===== config.mk =====
export PLATFORM = sky130hd
export DESIGN_NAME = seg_scan_ctrl
export DESIGN_NICKNAME = d
export VERILOG_FILES = /design/src/rtl/seg_scan_ctrl.sv
export SDC_FILE = /design/constraint.sdc
export NUM_CORES = 1
export LEC_CHECK = 0
export ABC_CLOCK_PERIOD_IN_PS = 6600
export BUFFER_PORTS_ARGS = -buffer_cell sky130_fd_sc_hd__buf_2
export CORE_MARGIN = 2
export CORE_UTILIZATION = 52
export DETAILED_ROUTE_END_ITERATION = 7
export PLACE_DENSITY = 0.75
export SYNTH_ARGS = -nofsm -noshare
export SYNTH_HDL_FRONTEND = slang
export SYNTH_SLANG_ARGS = --single-unit

===== constraint.sdc =====
create_clock -name clk -period 6.6 [get_ports clk]
set_input_delay 1.32 -clock clk [delete_from_list [all_inputs] [get_ports clk]]
set_output_delay 1.32 -clock clk [all_outputs]
set_load 0.005 [all_outputs]

===== src/rtl/seg_scan_ctrl.sv =====
// Scanned 7-segment controller: latches a display value, runs each digit through one shared
// external BCD decoder, then commits all digits at once, with optional whole-display blinking.
module seg_scan_ctrl #(
   parameter int unsigned NDIG      = 6,
   parameter int unsigned BLINK_DIV = 25000000
) (
   input  logic                clk,
   input  logic                rst,
   input  logic                load_valid,
   output logic                load_ready,
   input  logic [4*NDIG-1:0]   load_data,
   input  logic [NDIG-1:0]     load_blank,
   input  logic                blink_en,
   output logic [3:0]          dec_bcd,
   input  logic [6:0]          dec_seg,
   output logic [7*NDIG-1:0]   hex
);

   localparam int unsigned IW = (NDIG > 1) ? $clog2(NDIG) : 1;
   localparam int unsigned CW = $clog2(BLINK_DIV);

   localparam logic [IW-1:0]     LastIdx  = IW'(NDIG - 1);
   localparam logic [CW-1:0]     CntMax   = CW'(BLINK_DIV - 1);
   localparam logic [7*NDIG-1:0] AllOff   = {NDIG{7'h7F}};

   typedef enum logic [1:0] {StIdle, StScan, StCommit} state_t;

   state_t              state_q;
   logic [IW-1:0]       idx_q;
   logic [4*NDIG-1:0]   data_q;
   logic [NDIG-1:0]     blank_q;
   logic [7*NDIG-1:0]   shadow_q;
   logic [7*NDIG-1:0]   disp_q;
   logic [CW-1:0]       blink_cnt_q;
   logic                blink_phase_q;

   logic [IW-1:0]       idx_inc;
   logic [3:0]          nib_next;
   logic [6:0]          seg_cur;

   // Blanked digits never look at dec_seg, so an undefined decoder result cannot leak in.
   always_comb begin
      idx_inc  = idx_q + IW'(1);
      nib_next = 4'h0;
      seg_cur  = 7'h7F;
      for (int i = 0; i < NDIG; i++) begin
         if (IW'(i) == idx_q && !blank_q[i]) begin
            seg_cur = dec_seg;
         end
         if (i > 0 && IW'(i) == idx_inc) begin
            nib_next = data_q[4*i +: 4];
         end
      end
   end

   always_ff @(posedge clk or posedge rst) begin
      if (rst) begin
         state_q    <= StIdle;
         idx_q      <= '0;
         data_q     <= '0;
         blank_q    <= '0;
         shadow_q   <= AllOff;
         disp_q     <= AllOff;
         load_ready <= 1'b1;
         dec_bcd    <= 4'h0;
      end else begin
         unique case (state_q)
            StIdle: begin
               if (load_valid) begin
                  data_q     <= load_data;
                  blank_q    <= load_blank;
                  idx_q      <= '0;
                  dec_bcd    <= load_data[3:0];
                  load_ready <= 1'b0;
                  state_q    <= StScan;
               end
            end
            StScan: begin
               for (int i = 0; i < NDIG; i++) begin
                  if (IW'(i) == idx_q) begin
                     shadow_q[7*i +: 7] <= seg_cur;
                  end
               end
               if (idx_q == LastIdx) begin
                  dec_bcd <= 4'h0;
                  state_q <= StCommit;
               end else begin
                  idx_q   <= idx_inc;
                  dec_bcd <= nib_next;
               end
            end
            StCommit: begin
               disp_q     <= shadow_q;
               idx_q      <= '0;
               load_ready <= 1'b1;
               state_q    <= StIdle;
            end
            default: begin
               state_q    <= StIdle;
               load_ready <= 1'b1;
               dec_bcd    <= 4'h0;
            end
         endcase
      end
   end

   // On the commit edge hex takes the shadow directly so the new value shows without delay.
   always_ff @(posedge clk or posedge rst) begin
      if (rst) begin
         blink_cnt_q   <= '0;
         blink_phase_q <= 1'b0;
         hex           <= AllOff;
      end else begin
         if (blink_cnt_q == CntMax) begin
            blink_cnt_q   <= '0;
            blink_phase_q <= ~blink_phase_q;
         end else begin
            blink_cnt_q <= blink_cnt_q + CW'(1);
         end
         if (blink_en && blink_phase_q) begin
            hex <= AllOff;
         end else if (state_q == StCommit) begin
            hex <= shadow_q;
         end else begin
            hex <= disp_q;
         end
      end
   end

endmodule

# Word level (Yosys, flattened, before mapping)
# Cells that the tools add are included.
# totals
register_bits	192
word_cells	90
inputBits	41
out_inout_bits	47
# op_classes
add_sub_neg	2
mux	25
n_reduce_logical	27
n_eq_ne	17
bitwise	3
# op_table
operator	n
$mux W42	2
$mux W7	6
$mux W4	7
$add A25 B1 Y25 const B	1
$eq A25 B25 Y1 const B	1
$mux W25	1
$reduce_and A2 Y1	10
$eq A2 B3 Y1 const A	4
$eq A3 B3 Y1 const A	4
$pmux W4 S3	1
$pmux W3 S3	1
$logic_and A1 B1 Y1	7
$eq A1 B3 Y1 const A	2
$logic_not A1 Y1	6
$mux W3	2
$ne A2 B2 Y1 const B	3
$mux W2	2
$pmux W2 S2	1
$add A3 B1 Y3 const B	1
$eq A3 B3 Y1 const B	1
$logic_not A3 Y1	1
$not A1 Y1	3
$reduce_and A3 Y1	1
$reduce_bool A3 Y1	1
other kinds (5)	5

# Logic depth before layout (Yosys ltp)
# depth
word_depth	9
depth_mapped	8
ltp_nobuf	6

# Worst setup path after synthesis
# Ideal clock, no wire load.
# synth_timing
path_type	input to register
start	input load_valid
end	register data_q[10]
slack_ps	4130
arrival_time_ps	2346
t_required_ps	6475
cell_stages	4
setup_time_ps	125
n_path_buf	1
path_cell_list	nand2b_1 -> nor2_2 -> buf_2 -> mux2_2
# synth_via
elab_chain_cells	1
# synth_rtl
item	line	source
start: declaration	9	input logic load_valid,
$reduce_and A2 Y1 (no source line)	--	
end signal: assignment	70	data_q <= load_data;
end: declaration	30	logic [4*NDIG-1:0] data_q;
# No other way between the ends.
# A chain may end at the register's enable or synchronous reset.

# Worst setup path in the final report
# layout_timing
start	input load_valid
end	register blank_q[5]
# layout_via
elab_chain_cells	1
# layout_rtl
item	line	source
$reduce_and A2 Y1 (no source line)	--	
end signal: assignment	71	blank_q <= load_blank;
end: declaration	31	logic [NDIG-1:0] blank_q;
# No other way between the ends.

==> summary.txt <==
Outcome
  • Outcome: finished, final reports clean

Floorplanning
  • Io pins: 88
  • Die W: 125 um
  • Row cnt: 44
  • Initial Util: 53.0%
  • Core ar.: 14,400 um^2
  • Die H: 125 um
  • Die ar.: 15,700 um^2

CTS
  • CTS buffer count: 17
  • # Post-CTS Setup Buffers: 0
  • CTS H-tree lvls: 4
  • CTS tree: done
  • # hold bufs at CTS: 0
  • CTS Buffer Depth: 2
  • Clock transition at the registers of the reported paths: 60 ps
  • Clk Latency, worst-skew pair: 430 ps
  • Clock Tree Root: clkbuf_16
  • Cts repair resizes: 0
  • Clock Sinks: 188

Power and ir drop
  • P_leak: 0.00369 uW
  • Clock share of power: 23.0%
  • Internal: 2980 uW
  • Peak supply drop: 252 uV
  • Switching share of power: 29.0%
  • Logic pwr share: 27.3%
  • Pwr dens: 481 nW/um^2
  • Seq pwr share: 49.7%
  • Net switching power: 1220 uW

Logic synthesis
  • Mux cell area share after synthesis: 10.1%
  • Syn Nets: 656
  • Synth Area per Inst: 12.6 um^2
  • Yosys Warn Count: 0
  • #FFs+latches synth: 188
  • Netlist Area Pre-Place: 7640 um^2
  • Largest family of logic cells by synthesized area: simple AND/OR/NAND/NOR gates
  • XOR/XNOR Fraction of Synth Area: 1.95%
  • Post-Synth Simple-Gate Area: 12.7%
  • Top cell type's share of synthesized area: 43.6%
  • Synth top area cells: dfstp_2 (44%), dfrtp_1 (20%), mux2_2 (9.9%), nand2b_1 (4.2%), a21oi_1 (2.7%)
  • Post-synthesis cell type count: 42
  • Compound-gate portion of the synthesized area: 7.69%
  • Post-synth top area cell: dfstp_2
  • Post-Syn Instances: 608
  • Sequential-to-total area share from yosys stat: 63.6%
  • Fraction of the mapped netlist area in adder cells: 1.15%

GRT
  • Largest net degree at the start of global routing: 125
  • Total gr overflow: 0
  • First-pass GRT wire length: 24,000 um
  • Initial antenna violation count: 0
  • Vias in the first global route: 4,915
  • Overall Global Routing Usage: 19.2%

Critical path
  • Worst path cell trace: buf_2 > nand2b_1 > nor2_2 > mux2_2
  • Critical path buffers and inverters: 1
  • Crit-path leading delay family: simple AND/OR/NAND/NOR gates
  • CP Class: in2reg
  • Crit path max fanout: 28
  • CP Capture Type: flip-flop
  • Largest stage delay, worst path: 940 ps
  • CP Data Required Time: 6920 ps
  • CP arrival: 2950 ps
  • Setup crit start kind: primary input
  • Slowest cell on the critical path: nor2_2

Detailed routing
  • Vias per cell: 5.40
  • WL/cell: 16.2 um
  • Router iterations before antenna repair: 5
  • Final wirelength: 14,200 um
  • Post-route ant nets: 0
  • DRT iter0 DRCs: 312
  • Post-route DRC violation count: 0
  • Via count: 4,745

Final layout
  • Register area: 4860 um^2
  • Fill count: 1,146
  • Multi-input gate area: 2580 um^2
  • Cell area after layout: 8730 um^2
  • Share of cells above drive strength 1: 45.8%
  • Final design utilization: 60.5%
  • Area grow syn2layout: 14.2%
  • Nets: 731
  • Antenna Cells: 0

STA
  • Setup TNS: 0 ps
  • Crit path time final: 2640 ps
  • Worst Skew: 5.55 ps
  • Endpoints failing setup: 0
  • Max Slew Vio Count: 0
  • Max Fclk: 379 MHz
  • Post-route setup slack: 3960 ps
  • RSZ-0062 raised after global routing: false
  • Period Utilization, post-route: 39.9%
  • Hold Vio Cnt, Final: 0
  • Worst slew margin: 19.0%
  • Slew of the pin with the lowest slew margin: 1210 ps

Place
  • Port bufs: 87
  • Pre-CTS WS: 3470 ps
  • DP Area: 8170 um^2
  • Final GP Congestion: 0.816
  • Post-detail-place hpwl: 9420 um

Min path
  • Worst hold path type: reg2reg

Run
  • Max Cap Violations: 0
## worst register-to-register path: cells and delay by family (launching register included)
family | cells | cell delay [ps]
and+or+nand+nor | 1 | 280
buffers and inverters | 1 | 120
DFF | 1 | 450
adders and majority gates | 1 | 450
AOI/OAI and AO/OA | 2 | 890
## layout by cell type (no fill, tap or decap), types with 11 or more instances in the layout
| master | instances |
|---|---|
| clkbuf_16 | 18 |
| dfrtp_1 | 61 |
| buf_2 | 87 |
| xor2_1 | 12 |
| nand3_1 | 14 |
| nand4_1 | 11 |
| nor2_1 | 35 |
| dfstp_2 | 127 |
| o21ai_0 | 33 |
| nand2b_1 | 51 |
| nand2_1 | 40 |
| mux2_2 | 67 |
| a21oi_1 | 42 |
## cells by family (layout without fill, tap and decap cells)
logic type,after synthesis,in the layout
flip-flops,188,188
AND/OR/NAND/NOR,182,182
AO/OA/AOI/OAI,101,101
multiplexers,69,69
buffers and inverters,44,131
XOR/XNOR,17,17
adder cells (fa/ha/maj),7,7
## routing by layer
metal	wire length, um	global-route usage (%)	vias to the layer above
met2	7000	31.1	112
met3	712	5.65	12
met5	0	0	-
met1	6340	25.0	2380
li1	-	-	2241
met4	165	6.80	0
## stage by stage
| stage | power, uW | instances | hold slack [ps] |
|---|---|---|---|
| 3_3_place_gp | 3200 | 848 | 434 |
| 5_1_grt | 4480 | 879 | 466 |
| 3_5_place_dp | 3270 | 848 | 446 |
| 6_report | 4200 | 879 | 457 |
| 4_1_cts | 4240 | 879 | 454 |
| 2_1_floorplan | 2870 | 608 | 422 |
## synth_stat cells
| cell type | n |
|---|---|
| nand2b_1 | 51 |
| nor3_2 | 1 |
| a221oi_2 | 1 |
| buf_2 | 11 |
| or3_1 | 1 |
| nor2_1 | 35 |
| o21a_1 | 4 |
| inv_1 | 11 |
| nor3_1 | 2 |
| nor2_2 | 1 |
| buf_1 | 2 |
| a222oi_1 | 4 |
| o21ai_1 | 1 |
| nor4_1 | 1 |
| buf_6 | 4 |
| nor2b_1 | 3 |
| a31o_2 | 1 |
| and4_4 | 1 |
| xnor2_1 | 5 |
| nand4_4 | 1 |
| and2_1 | 4 |
| a21oi_1 | 42 |
| o21bai_1 | 5 |
| o211ai_1 | 3 |
| or4_1 | 6 |
| mux2_2 | 67 |
| ha_1 | 7 |
| o31a_1 | 1 |
| mux2i_1 | 2 |
| o31ai_1 | 6 |
| xor2_1 | 12 |
| nor3b_1 | 1 |
| o21ai_0 | 33 |
| and4_1 | 3 |
| nand3_1 | 14 |
| nand2_1 | 40 |
| dfstp_2 | 127 |
| and3_1 | 5 |
| dfrtp_1 | 61 |
| nor4b_1 | 1 |
| nand4_1 | 11 |
| clkbuf_1 | 16 |
## registers in the layout, indices dropped and copies added, names as in the netlist
register and count:
hex 42, disp_q 42, blank_q 6, shadow_q 42
blink_cnt_q 25, blink_phase_q 1, data_q 20, state_q 2
dec_bcd 4, idx_q 3, load_ready 1
## power by group through the flow
stage                     Clock [uW]  Sequential (uW)  Combinational, uW
final                            966             2090               1150
after global routing            1040             2150               1290
after CTS                        982             2090               1170
after detailed placement           0             2110               1160
after global placement             0             2090               1120
after floorplan                    0             2050                815
## layout make-up
type / count / share of cell area [%]
Timing Repair Buffer: 89 / 5.16
Tap cell: 184 / 2.64
Inverter: 11 / 0.530
Sequential cell: 188 / 55.7
Clock inverter: 4 / 0.315
Clock buffer: 27 / 6.12
Multi-Input combinational cell: 376 / 29.5
## path summary, 6_finish.rpt
check                           cells after the start              end  slack [ps]           start
worst max-delay path                                4       blank_q[5]        3960      load_valid
worst min-delay path                                1   blink_cnt_q[0]         460  blink_cnt_q[0]
worst max register to register                      5     shadow_q[41]        4310        idx_q[1]
worst min register to register                      1   blink_cnt_q[0]         460  blink_cnt_q[0]
max in group asynchronous                           3  blink_cnt_q[19]        4070             rst
min in group asynchronous                           2        data_q[8]        1130             rst
(Power assumes the default switching activity.)
